### src/rtl/alu_arb_pkg.sv
// Shared types and constants for the two-requester ALU share arbiter.
package alu_arb_pkg;

  typedef enum logic [1:0] {
    ST_IDLE  = 2'd0,
    ST_ISSUE = 2'd1,
    ST_WAIT  = 2'd2,
    ST_RESP  = 2'd3
  } arb_state_e;

  localparam int ID_W    = 1;
  localparam int DEF_OPW = 4;

  function automatic logic [ID_W-1:0] other_id(input logic [ID_W-1:0] id);
    return ~id;
  endfunction

endpackage

### src/rtl/rr_arbiter2.sv
// Two-way arbiter with round-robin pointer; define ALU_ARB_FIXED_PRIO_EN for
// fixed priority (requester 0 wins ties, no pointer state).
module rr_arbiter2 import alu_arb_pkg::*; (
  input  logic            clk,
  input  logic            rst,
  input  logic [1:0]      req,
  input  logic            adv,
  output logic [1:0]      gnt,
  output logic [ID_W-1:0] gnt_id
);

`ifdef ALU_ARB_FIXED_PRIO_EN
  logic unused_ok;
  assign unused_ok = ^{clk, rst, adv};
  assign gnt_id    = req[0] ? 1'b0 : 1'b1;
`else
  logic [ID_W-1:0] ptr;

  always_comb begin
    gnt_id = req[0] ? 1'b0 : 1'b1;
    if (req[0] && req[1]) gnt_id = ptr;
  end

  // Pointer always moves to the id that lost (or was absent) this grant.
  always_ff @(posedge clk or posedge rst) begin
    if (rst)                ptr <= '0;
    else if (adv && (|req)) ptr <= other_id(gnt_id);
  end
`endif

  assign gnt = (|req) ? (gnt_id[0] ? 2'b10 : 2'b01) : 2'b00;

endmodule

### src/rtl/alu_share_arbiter.sv
// Shares one ALU between two requesters: grant, issue, wait ALU_LAT, respond.
// Arbitration policy selected in rr_arbiter2 via ALU_ARB_FIXED_PRIO_EN.
module alu_share_arbiter import alu_arb_pkg::*; #(
  parameter int N       = 8,
  parameter int OPW     = DEF_OPW,
  parameter int ALU_LAT = 0
) (
  input  logic           clk,
  input  logic           rst,
  input  logic           req0_valid,
  output logic           req0_ready,
  input  logic [OPW-1:0] req0_op,
  input  logic [N-1:0]   req0_a,
  input  logic [N-1:0]   req0_b,
  input  logic           req1_valid,
  output logic           req1_ready,
  input  logic [OPW-1:0] req1_op,
  input  logic [N-1:0]   req1_a,
  input  logic [N-1:0]   req1_b,
  output logic [OPW-1:0] alu_op,
  output logic [N-1:0]   alu_a,
  output logic [N-1:0]   alu_b,
  input  logic [N-1:0]   alu_res,
  output logic           rsp_valid,
  input  logic           rsp_ready,
  output logic           rsp_id,
  output logic [N-1:0]   rsp_data
);

  localparam int CW = (ALU_LAT > 1) ? $clog2(ALU_LAT) : 1;
  localparam logic [CW-1:0] LAT_LOAD = CW'((ALU_LAT > 0) ? ALU_LAT - 1 : 0);

  arb_state_e      state, state_nx;
  logic [CW-1:0]   cnt;
  logic [1:0]      gnt;
  logic [ID_W-1:0] gnt_id, cur_id;
  logic [OPW-1:0]  op_q;
  logic [N-1:0]    a_q, b_q;
  logic            accept, res_latch;

  // Ready is gated by rst so nothing looks accepted while reset is held.
  assign accept = (state == ST_IDLE) && !rst && (req0_valid || req1_valid);

  rr_arbiter2 u_arb (
    .clk    (clk),
    .rst    (rst),
    .req    ({req1_valid, req0_valid}),
    .adv    (accept),
    .gnt    (gnt),
    .gnt_id (gnt_id)
  );

  assign req0_ready = accept & gnt[0];
  assign req1_ready = accept & gnt[1];

  always_comb begin
    state_nx  = state;
    res_latch = 1'b0;
    case (state)
      ST_IDLE:  if (accept) state_nx = ST_ISSUE;
      ST_ISSUE: begin
        if (ALU_LAT == 0) begin
          res_latch = 1'b1;
          state_nx  = ST_RESP;
        end else begin
          state_nx  = ST_WAIT;
        end
      end
      ST_WAIT: begin
        if (cnt == '0) begin
          res_latch = 1'b1;
          state_nx  = ST_RESP;
        end
      end
      ST_RESP:  if (rsp_ready) state_nx = ST_IDLE;
      default:  state_nx = ST_IDLE;
    endcase
  end

  always_ff @(posedge clk or posedge rst) begin
    if (rst) state <= ST_IDLE;
    else     state <= state_nx;
  end

  // Operand regs feed the ALU directly and only change on accept.
  always_ff @(posedge clk or posedge rst) begin
    if (rst) begin
      op_q   <= '0;
      a_q    <= '0;
      b_q    <= '0;
      cur_id <= '0;
    end else if (accept) begin
      cur_id <= gnt_id;
      op_q   <= gnt[1] ? req1_op : req0_op;
      a_q    <= gnt[1] ? req1_a  : req0_a;
      b_q    <= gnt[1] ? req1_b  : req0_b;
    end
  end

  always_ff @(posedge clk or posedge rst) begin
    if (rst)                    cnt <= '0;
    else if (state == ST_ISSUE) cnt <= LAT_LOAD;
    else if (state == ST_WAIT)  cnt <= cnt - 1'b1;
  end

  always_ff @(posedge clk or posedge rst) begin
    if (rst) begin
      rsp_data <= '0;
      rsp_id   <= 1'b0;
    end else if (res_latch) begin
      rsp_data <= alu_res;
      rsp_id   <= cur_id[0];
    end
  end

  assign rsp_valid = (state == ST_RESP);
  assign alu_op    = op_q;
  assign alu_a     = a_q;
  assign alu_b     = b_q;

endmodule

### config.mk
export PLATFORM = sky130hd
export DESIGN_NAME = alu_share_arbiter
export DESIGN_NICKNAME = d
export VERILOG_FILES = /design/src/rtl/alu_arb_pkg.sv /design/src/rtl/rr_arbiter2.sv /design/src/rtl/alu_share_arbiter.sv
export SDC_FILE = /design/constraint.sdc
export NUM_CORES = 1
export LEC_CHECK = 0
export BUFFER_PORTS_ARGS = -buffer_cell sky130_fd_sc_hd__buf_2
export CAP_MARGIN = 20
export CORE_MARGIN = 2
export CORE_UTILIZATION = 45
export CTS_BUF_LIST = sky130_fd_sc_hd__clkbuf_8
export DETAILED_ROUTE_END_ITERATION = 6
export PLACE_DENSITY_LB_ADDON = 0.05
export SETUP_SLACK_MARGIN = 0.4
export SLEW_MARGIN = 30
export SYNTH_ARGS = -nofsm -noshare
export SYNTH_HDL_FRONTEND = slang
export SYNTH_SLANG_ARGS = --single-unit
### constraint.sdc
create_clock -name clk -period 2.1 [get_ports clk]
set_clock_uncertainty 0.1 [all_clocks]
set_input_delay 0 -clock clk [delete_from_list [all_inputs] [get_ports clk]]
set_output_delay 0 -clock clk [all_outputs]
set_load 0.02 [all_outputs]
# Word-level counts from Yosys, hierarchy flattened
# Cells that the tools add are included.
# classes
add_sub_neg	1
mul	0
n_div	0
n_lt_le_gt_ge	0
n_eq_ne	6
shift	0
n_mux	15
bitwise	3
n_reduce_logical	10
# op_table
op	count
$mux 8	2
$mux 2	5
$pmux 2 s4	1
$mux 1	5
$eq 2x2->1 const B	2
$logic_and 1x1->1	4
$mux 4	1
$ne 2x2->1 const B	2
$reduce_and 3->1	1
$and 1x1->1	2
$eq 2x1->1 const B	1
$logic_not 2->1	1
$ne 2x1->1 const B	1
$pmux 1 s2	1
$reduce_bool 2->1	1
$reduce_or 2->1	1
$logic_not 1->1	1
$logic_or 1x1->1	1
$not 1->1	1
$sub 1x1->1 const B	1
# totals
reg_bits	34
latchBits	0
mem_bits_rw	0
rom_bits	0
in_bits	53
wordCells	44
n_memories	0

# Depth between registers and ports, before layout
# Gate-level depths: netlist (run 1).
# depth
word_depth	5
ltp_mapped	7
mapped_depth_nobuf	6

# By module
# A second synthesis (run 1) with hierarchy kept.
# unflattened
cells_unflattened	140
hier_area_um2	1566.5
# by_module_without_submodules
module	n_inst	cells_each	area_each_um2	seq_area_each_um2
alu_share_arbiter	1	131	1501.4	825.8
rr_arbiter2	1	9	65.1	25.0

# Least setup slack after synthesis (run 1)
# Ideal clock, no wire load.
# synth_timing
path_kind	flip-flop to flip-flop
from	register state[0]
to	register rsp_data[0]
t_arrival_ns	1.352
path_slack_ns	0.524
stages_incl_launch_ff	6
period_less_slack_ns	1.576
cell_sequence	dfrtp_1 inv_1 ha_1 nor2b_1 o21ai_4 mux2_2
# synth_via
elab_chain_len	2
elab_cells_between_ends	3
# synth_rtl
item	line_no	source
from (decl)	alu_share_arbiter.sv:33	arb_state_e state, state_nx;
from (signal assigned)	alu_share_arbiter.sv:82	else state <= state_nx;
$eq 2x2->1 or $eq 2x1->1 (tied branches)	alu_share_arbiter.sv:59	case (state)
$pmux 1 s2 (*)	alu_share_arbiter.sv:59	
to (signal assigned)	alu_share_arbiter.sv:111	rsp_data <= alu_res;
to (decl)	alu_share_arbiter.sv:27	output logic [N-1:0] rsp_data
# Every way passes the cells marked *; elsewhere a longest branch is shown, timed or not.
# A chain may end at the register's enable or synchronous reset.

# Worst setup path in the final report (run 1)
# layout_timing
from	register state[0]
to	register rsp_data[7]
# Same word-level chain as after synthesis.

==> out/results.ini, run 1 <==
[critical_path]
r2r-end=rsp_data[7]
r2r-start=state[0]
worstRegToRegCells=6
critPathTopFamily=flip-flops
critPathCaptureType=flip-flop
arrival_ns=1.74
required_ns=2.17
slowest_stage=dfrtp_1
cpPeakStageDelay_ns=0.40
startpoint_type=flip-flop
cp_max_fo=5
crit_buf_inv=2
path_cells=inv_2 -> ha_4 -> nor2b_4 -> o21ai_4 -> clkbuf_16 -> mux2_2
path_class=reg2reg
crit_start=state[0]
worst-r2r-setup-slack_ns=0.43

[yosys]
ys_ff_latch=34
synth.net_count=196
synthDistinctLibCells=23
synth-seq-area-share_pct=52.7
syn_inst=139
synth.avg_cell_area_um2=11.6
ys_warn_count=0
syn-cell-area_mm2=0.00162

[floorplan]
die_h_um=63.9
core-area_mm2=0.00339
pin_count=85
die-area_mm2=0.00408
die_w_um=63.9
floorplan.rows=21
start_util_pct=47.7

[placement]
port_buffers=84
place_congestion=0.716
dpl.hpwl_um=2560
dpl_cell_area_mm2=0.00206
placed_cells=267

[drt]
vias=1526
vias_per_cell=4.62
routed.top_layer=met4
finalWirelength_um=4380
dr.pass1.iters=6
drc=0
wl_met2_um=2270
wl_met3_um=273
ant_nets=0
drt-wirelength-per-cell_um=13.3
drt_iter0_drc=65
wl_met1_um=1770

[timing]
relSlewSlack_pct=65.6
post-route-period-util_pct=79.5
fmax_ghz=0.599
hold_viol=0
setup_viol=0
tightest_slew_ns=0.515
rsz0062_at_grt=true
drv_slew=0
finalSetupTns_ns=0
fin_crit_ns=1.67

[global_routing]
grt_pass1_vias=1523
grt_max_degree=25
grt_use_total_pct=21.4
overflow=0
grt_pass1_wl_um=6730
antenna_found_initial=0

[clock_tree]
cts.sink_count=34
numCtsBuffers=5
clk_latency_ns=0.28
cts_tree=done
cts_root_buffer=clkbuf_8
clk_path_buf_depth=2
h-tree-depth=2
clk_pin_slew_ns=0.07

[run]
drv_cap=0

[final_layout]
final_common_cell=buf_2
multiInputGateArea_um2=713
fin_util_pct=81.5
register_area_um2=851
final_cell_mix=buf_2 (84), dlygate4sd3_1 (51), dfrtp_1 (34)
n_antenna_cell=0
fin_nets=340
area_delta_synth_final_pct=71.1
final_cells=330
design_area_mm2=0.00276
drive_gt1_share_pct=41.5
num-fill-cells=224

[pwr]
power_per_cell_area_mw_per_mm2=1290
peakVddDrop_mv=0.886
p_total_mw=3.58
p_leak_nw=1.39

[outcome]
status=finished, final reports clean

[worst_hold_path]
hp-start=rsp_ready
hold_path_class=in2reg
hold_depth=5
holdPathEnd=state[0]

## where the power goes
group / total [mW] / switching (mW) / internal, mW
Combinational: 1.90 / 1.01 / 0.895
Clock: 0.485 / 0.225 / 0.259
Sequential: 1.19 / 0.198 / 0.992
## area by class of cell
class | count | area share [%]
clock buffers | 6 | 2.99
clock inverters | 2 | 0.317
inverters | 7 | 0.951
multi-input cells | 92 | 25.8
flip-flops and latches | 34 | 30.8
well taps | 46 | 2.08
repair buffers | 143 | 37.1
## what timing repair did
item                       4_1_cts  5_1_grt
gates resized for setup          0        8
cloned                           0        1
pin swaps                        1        2
setup endpoints to repair        8       21
setup buffers                    1        2
hold endpoints to repair        43        0
hold buffers                    51        0
## per-layer routing
| metal | vias to the layer above | global-route usage (%) |
|---|---|---|
| met5 | - | 0 |
| met2 | 63 | 38.4 |
| met3 | 9 | 4.40 |
| li1 | 763 | - |
| met1 | 691 | 24.4 |
| met4 | 0 | 8.97 |
## Yosys cell counts
cell type | number | share of area (%)
dfrtp_1 | 34 | 53
nor2_1 | 23 | 5.3
mux2i_1 | 22 | 14
a21oi_1 | 21 | 6.5
mux2_2 | 8 | 5.6
inv_1 | 6 | 1.4
buf_2 | 4 | 1.2
ha_1 | 4 | 3.1
buf_12 | 2 | 2.5
o21ai_4 | 2 | 2.0
a211oi_1 | 1 | 0.46
a22oi_1 | 1 | 0.46
a31oi_1 | 1 | 0.39
inv_2 | 1 | 0.23
mux2_1 | 1 | 0.70
nand2_1 | 1 | 0.23
nand2b_1 | 1 | 0.39
nand2b_4 | 1 | 0.85
nor2_4 | 1 | 0.70
nor2b_1 | 1 | 0.39
o21ai_0 | 1 | 0.31
o21ai_2 | 1 | 0.54
o22ai_1 | 1 | 0.39
## sequential cells by signal, summed over array words and instances, names as in the netlist
register   count
cur_id         1
alu_a          8
cnt            1
rsp_id         1
rsp_data       8
alu_op         4
state          2
u_arb.ptr      1
alu_b          8
## metrics by stage
stage / hold WS (ns) / worst slack [ns]
after CTS: 0.0302 / 0.401
after floorplan: 0.00411 / 0.524
after global routing: 0.0910 / 0.366
after global placement: -0.0209 / 0.468
after detailed placement: -0.0106 / 0.374
final: 0.0385 / 0.431
## worst max path at each step
stage,end,slack (ns),cells after the start
5_1_grt,rsp_data[7],0.37,6
2_1_floorplan,rsp_data[0],0.52,5
6_report,rsp_data[7],0.43,6
4_1_cts,rsp_data[3],0.40,6
3_5_place_dp,rsp_data[3],0.37,5
3_3_place_gp,rsp_data[5],0.47,5
## worst min-delay path: stages
cell and delay, ns:
buf_2 0.09, inv_1 0.05, a22oi_1 0.07, o21ai_2 0.09, mux2i_1 0.08
## kinds of logic (layout without fill, tap and decap cells)
logic type      after synthesis  in the layout  synth area share (%)
fa+ha+maj                     4              4                  3.10
buf+inv                      13            158                  5.34
flops                        34             34                  52.7
simple gates                 28             28                  7.90
mux                          31             31                  19.9
compound gates               29             29                  11.1
Note: power is estimated with default switching activity, not from simulation.
==> run 2: changes to the inputs <==
CORE_UTILIZATION = 42   (was 45)
clock period = 1.45 ns   (was 2.1 ns; I/O delays follow)
==> out/results.ini, run 2 (synthesis gave the netlist of run 1 again) <==
[timing]
finalSetupTns_ns=-4.10
post-route-period-util_pct=113
fin_ws_ns=-0.194
fmax_ghz=0.608
setup_viol=34
whs_ns=-0.0121
hold_viol=1
fin_crit_ns=1.64
rsz0062_at_grt=true
relSlewSlack_pct=77.8
tightest_slew_ns=0.332
drv_slew=0

[run]
drv_cap=0

[floorplan]
die_w_um=66.0
die-area_mm2=0.00436
core-area_mm2=0.00369
die_h_um=66.0
start_util_pct=43.8
pin_count=85
floorplan.rows=22

[placement]
port_buffers=84
placed_cells=274
dpl.hpwl_um=2660
dpl_cell_area_mm2=0.00215
place_congestion=0.646

[pwr]
p_total_mw=6.40
p_leak_nw=1.58
power_per_cell_area_mw_per_mm2=1950
peakVddDrop_mv=1.47

[outcome]
status=complete, but fails checks
violations=hold timing, setup timing

[drt]
ant_nets=0
vias_per_cell=4.95
vias=1729
drc=0
dr.pass1.iters=4
finalWirelength_um=6290
drt-wirelength-per-cell_um=18.0
drt_iter0_drc=110

[clock_tree]
clk_path_buf_depth=2
hold_buffers=51
clk_latency_ns=0.30
h-tree-depth=2
cts.sink_count=34
clk_pin_slew_ns=0.07
cts_tree=done
cts_root_buffer=clkbuf_8
numCtsBuffers=5

[final_layout]
fin_nets=357
area_delta_synth_final_pct=103
num-fill-cells=176
n_antenna_cell=0
design_area_mm2=0.00328
final_cells=349
final_cell_mix=buf_2 (81), dlygate4sd3_1 (51), dfrtp_1 (33)
final_common_cell=buf_2
drive_gt1_share_pct=57.5

[critical_path]
startpoint_type=flip-flop
arrival_ns=1.54
path_class=reg2out
slowest_stage=dfrtp_1
cpPeakStageDelay_ns=0.40
cp_max_fo=3
required_ns=1.35
path_cells=inv_2 -> ha_4 -> nand2b_4 -> buf_6 -> a211oi_2 -> buf_4
critPathCaptureType=primary output

[global_routing]
grt_pass1_wl_um=8450
antenna_found_initial=0
grt_max_degree=30
grt_use_total_pct=26.3
overflow=0
grt_pass1_vias=1770

[worst_hold_path]
hold_path_class=in2reg

-- run 2: cell type report --
type                            instances  area (um^2)  share of cell area, %
Multi-Input combinational cell         93          942                   28.7
Clock buffer                            5         68.8                   2.10
Clock inverter                          3         37.5                   1.14
Inverter                                7         26.3                  0.800
Tap cell                               48         60.1                   1.83
Sequential cell                        34          852                   26.0
Timing Repair Buffer                  159         1300                   39.5
-- run 2: layer usage --
metal  GRT usage [%]  routed length [um]
met2            50.0                3440
met4            4.85                  96
met1            28.6                2340
met5               0                   0
met3            8.35                 403
-- run 2: stage by stage --
step	setup slack [ns]	util, %
after detailed placement	-0.207	58.4
after floorplan	-0.0781	-
after global placement	-0.132	58.4
final	-0.194	89.0
after CTS	-0.147	84.7
after global routing	-0.211	89.0
-- run 2: final timing paths --
path	slack, ns	to	from	cells after the start
max	-0.19	req0_ready	state[0]	6
max reg2reg	-0.17	alu_op[2]	state[0]	8
min in group asynchronous	0.12	alu_b[1]	rst	3
min	-0.01	u_arb.ptr	rst	4
max in group asynchronous	0.66	cur_id	rst	4
min reg2reg	0.41	rsp_data[3]	rsp_data[3]	1
-- run 2: report_power, final --
part           internal (mW)  total [mW]  switching [mW]
combinational           1.83        3.70            1.87
clock                  0.500       0.856           0.356
sequential              1.44        1.84           0.401
-- run 2: critical path, delay by kind of cell, from the launching register on --
family                   cells  cell delay (ns)
buffers and inverters        3             0.43
flip-flops                   1             0.40
AND/OR/NAND/NOR              1             0.07
adder cells (fa/ha/maj)      1             0.16
AO/OA/AOI/OAI                1             0.19
-- run 2: what timing repair did --
item                                    in CTS  in global routing
pin swaps                                    5                  3
gates resized for setup                     51                 33
endpoints found under the hold margin       64                  1
buffers inserted                             8                  2
gates cloned                                 5                  1
endpoints found under the setup margin      37                 37
==> run 3: changes to the inputs <==
REMOVE_ABC_BUFFERS = 1   (was default)
==> out/results.ini, run 3 (synthesis gave the netlist of run 1 again) <==
[timing]
hold_viol=0
fmax_ghz=0.587
fin_crit_ns=1.70
drv_slew=0
post-route-period-util_pct=118
setup_viol=34
whs_ns=0.0537
fin_ws_ns=-0.255
tightest_slew_ns=0.240
rsz0062_at_grt=true
relSlewSlack_pct=83.6

[final_layout]
n_antenna_cell=0
final_cell_mix=buf_2 (81), dlygate4sd3_1 (51), dfrtp_1 (34)
final_common_cell=buf_2
final_cells=355
drive_gt1_share_pct=59.3
num-fill-cells=142
design_area_mm2=0.00337
fin_nets=363
area_delta_synth_final_pct=109

[critical_path]
cp_max_fo=9
startpoint_type=flip-flop
cpPeakStageDelay_ns=0.40
required_ns=1.53
path_cells=inv_2 -> ha_2 -> nor2b_4 -> o21ai_4 -> buf_12 -> mux2_2
crit_buf_inv=2
crit_start=state[0]
critPathTopFamily=flip-flops
path_class=reg2reg
critPathCaptureType=flip-flop
r2r-start=state[0]
arrival_ns=1.78
slowest_stage=dfrtp_1

[drt]
wl_met3_um=314
drt-wirelength-per-cell_um=18.5
dr.pass1.iters=4
drt_iter0_drc=48
wl_met2_um=3650
vias=1805
vias_per_cell=5.08
routed.top_layer=met4
ant_nets=0
wl_met1_um=2370
finalWirelength_um=6570
drc=0

[global_routing]
antenna_found_initial=0
grt_pass1_vias=1960
grt_pass1_wl_um=9550
grt_use_total_pct=29.7
grt_max_degree=18
overflow=0

[floorplan]
floorplan.rows=22
core-area_mm2=0.00369
die_w_um=66.0
start_util_pct=43.8
die-area_mm2=0.00436
pin_count=85
die_h_um=66.0

[clock_tree]
h-tree-depth=2
clk_latency_ns=0.30
clk_pin_slew_ns=0.08
clk_path_buf_depth=2
numCtsBuffers=5
cts_root_buffer=clkbuf_8
cts_tree=done
cts.sink_count=34

[outcome]
status=complete, but fails checks
violations=setup timing

[placement]
port_buffers=84
place_congestion=0.730
dpl_cell_area_mm2=0.00213
dpl.hpwl_um=2830
placed_cells=276

[worst_hold_path]
hold_path_class=in2reg
hp-start=rst

[pwr]
power_per_cell_area_mw_per_mm2=2000
p_leak_nw=1.61
peakVddDrop_mv=1.20

[run]
drv_cap=0

run 3: changes by cell type in the layout (fill, tap and decap cells not counted), moves of 2 or more:
| cell | before | now |
|---|---|---|
| a21oi_1 | 2 | 0 |
| buf_4 | 10 | 12 |
| inv_1 | 5 | 3 |
| nor2_2 | 1 | 3 |
| mux2_4 | 9 | 2 |
| o21ai_4 | 4 | 2 |
| buf_8 | 0 | 2 |
| mux2_2 | 0 | 7 |
| buf_6 | 8 | 11 |
| a21oi_2 | 19 | 21 |
run 3: final timing paths:
kind	to	slack, ns	cells past startpoint
max	rsp_data[6]	-0.25	6
min	cur_id	0.05	4
max reg2reg	rsp_data[6]	-0.25	6
min reg2reg	rsp_data[0]	0.41	1
max in group asynchronous	alu_op[2]	0.75	4
min in group asynchronous	u_arb.ptr	0.30	4
run 3: routing by layer:
layer  GRT usage [%]  up-vias
met3            7.16       21
met4            7.65        0
met2            56.1       75
met5               0        -
met1            33.2      894
li1                -      815
run 3: worst min-delay path: cells and delay by family:
family | cells | cell delay [ns]
compound gates | 1 | 0.06
simple gates | 1 | 0.14
buf+inv | 2 | 0.22
run 3: stage by stage:
step	util (%)	TNS [ns]	power (mW)	setup WS, ns
6_report	91.4	-5.85	6.73	-0.255
5_1_grt	91.4	-7.29	7.04	-0.272
4_1_cts	89.2	-3.83	6.27	-0.148
3_5_place_dp	57.8	-4.42	4.15	-0.263
3_3_place_gp	57.8	-2.31	4.04	-0.185
2_1_floorplan	-	-5.95	3.28	-0.488
run 3: timing repair:
action | 4_1_cts | 5_1_grt
setup endpoints to repair | 37 | 37
resized for setup | 70 | 17
cloned | 6 | 0
hold endpoints to repair | 63 | 0
hold buffers | 51 | 0
pin swaps | 7 | 1
setup buffers | 13 | 1
run 3: final cells by class:
type,instances,area [um^2],area share (%)
clock buffer,5,68.8,2.04
clock inverter,3,68.8,2.04
inverter,7,28.8,0.854
multi-input combinational,92,903,26.8
sequential,34,851,25.2
tap,48,60.1,1.78
timing repair buffer,166,1390,41.2
run 3: power breakdown:
group	internal, mW	total, mW	leakage [nW]	switching [mW]
combinational	1.90	3.83	1.15	1.93
clock	0.689	1.07	0.0683	0.383
sequential	1.44	1.82	0.387	0.388
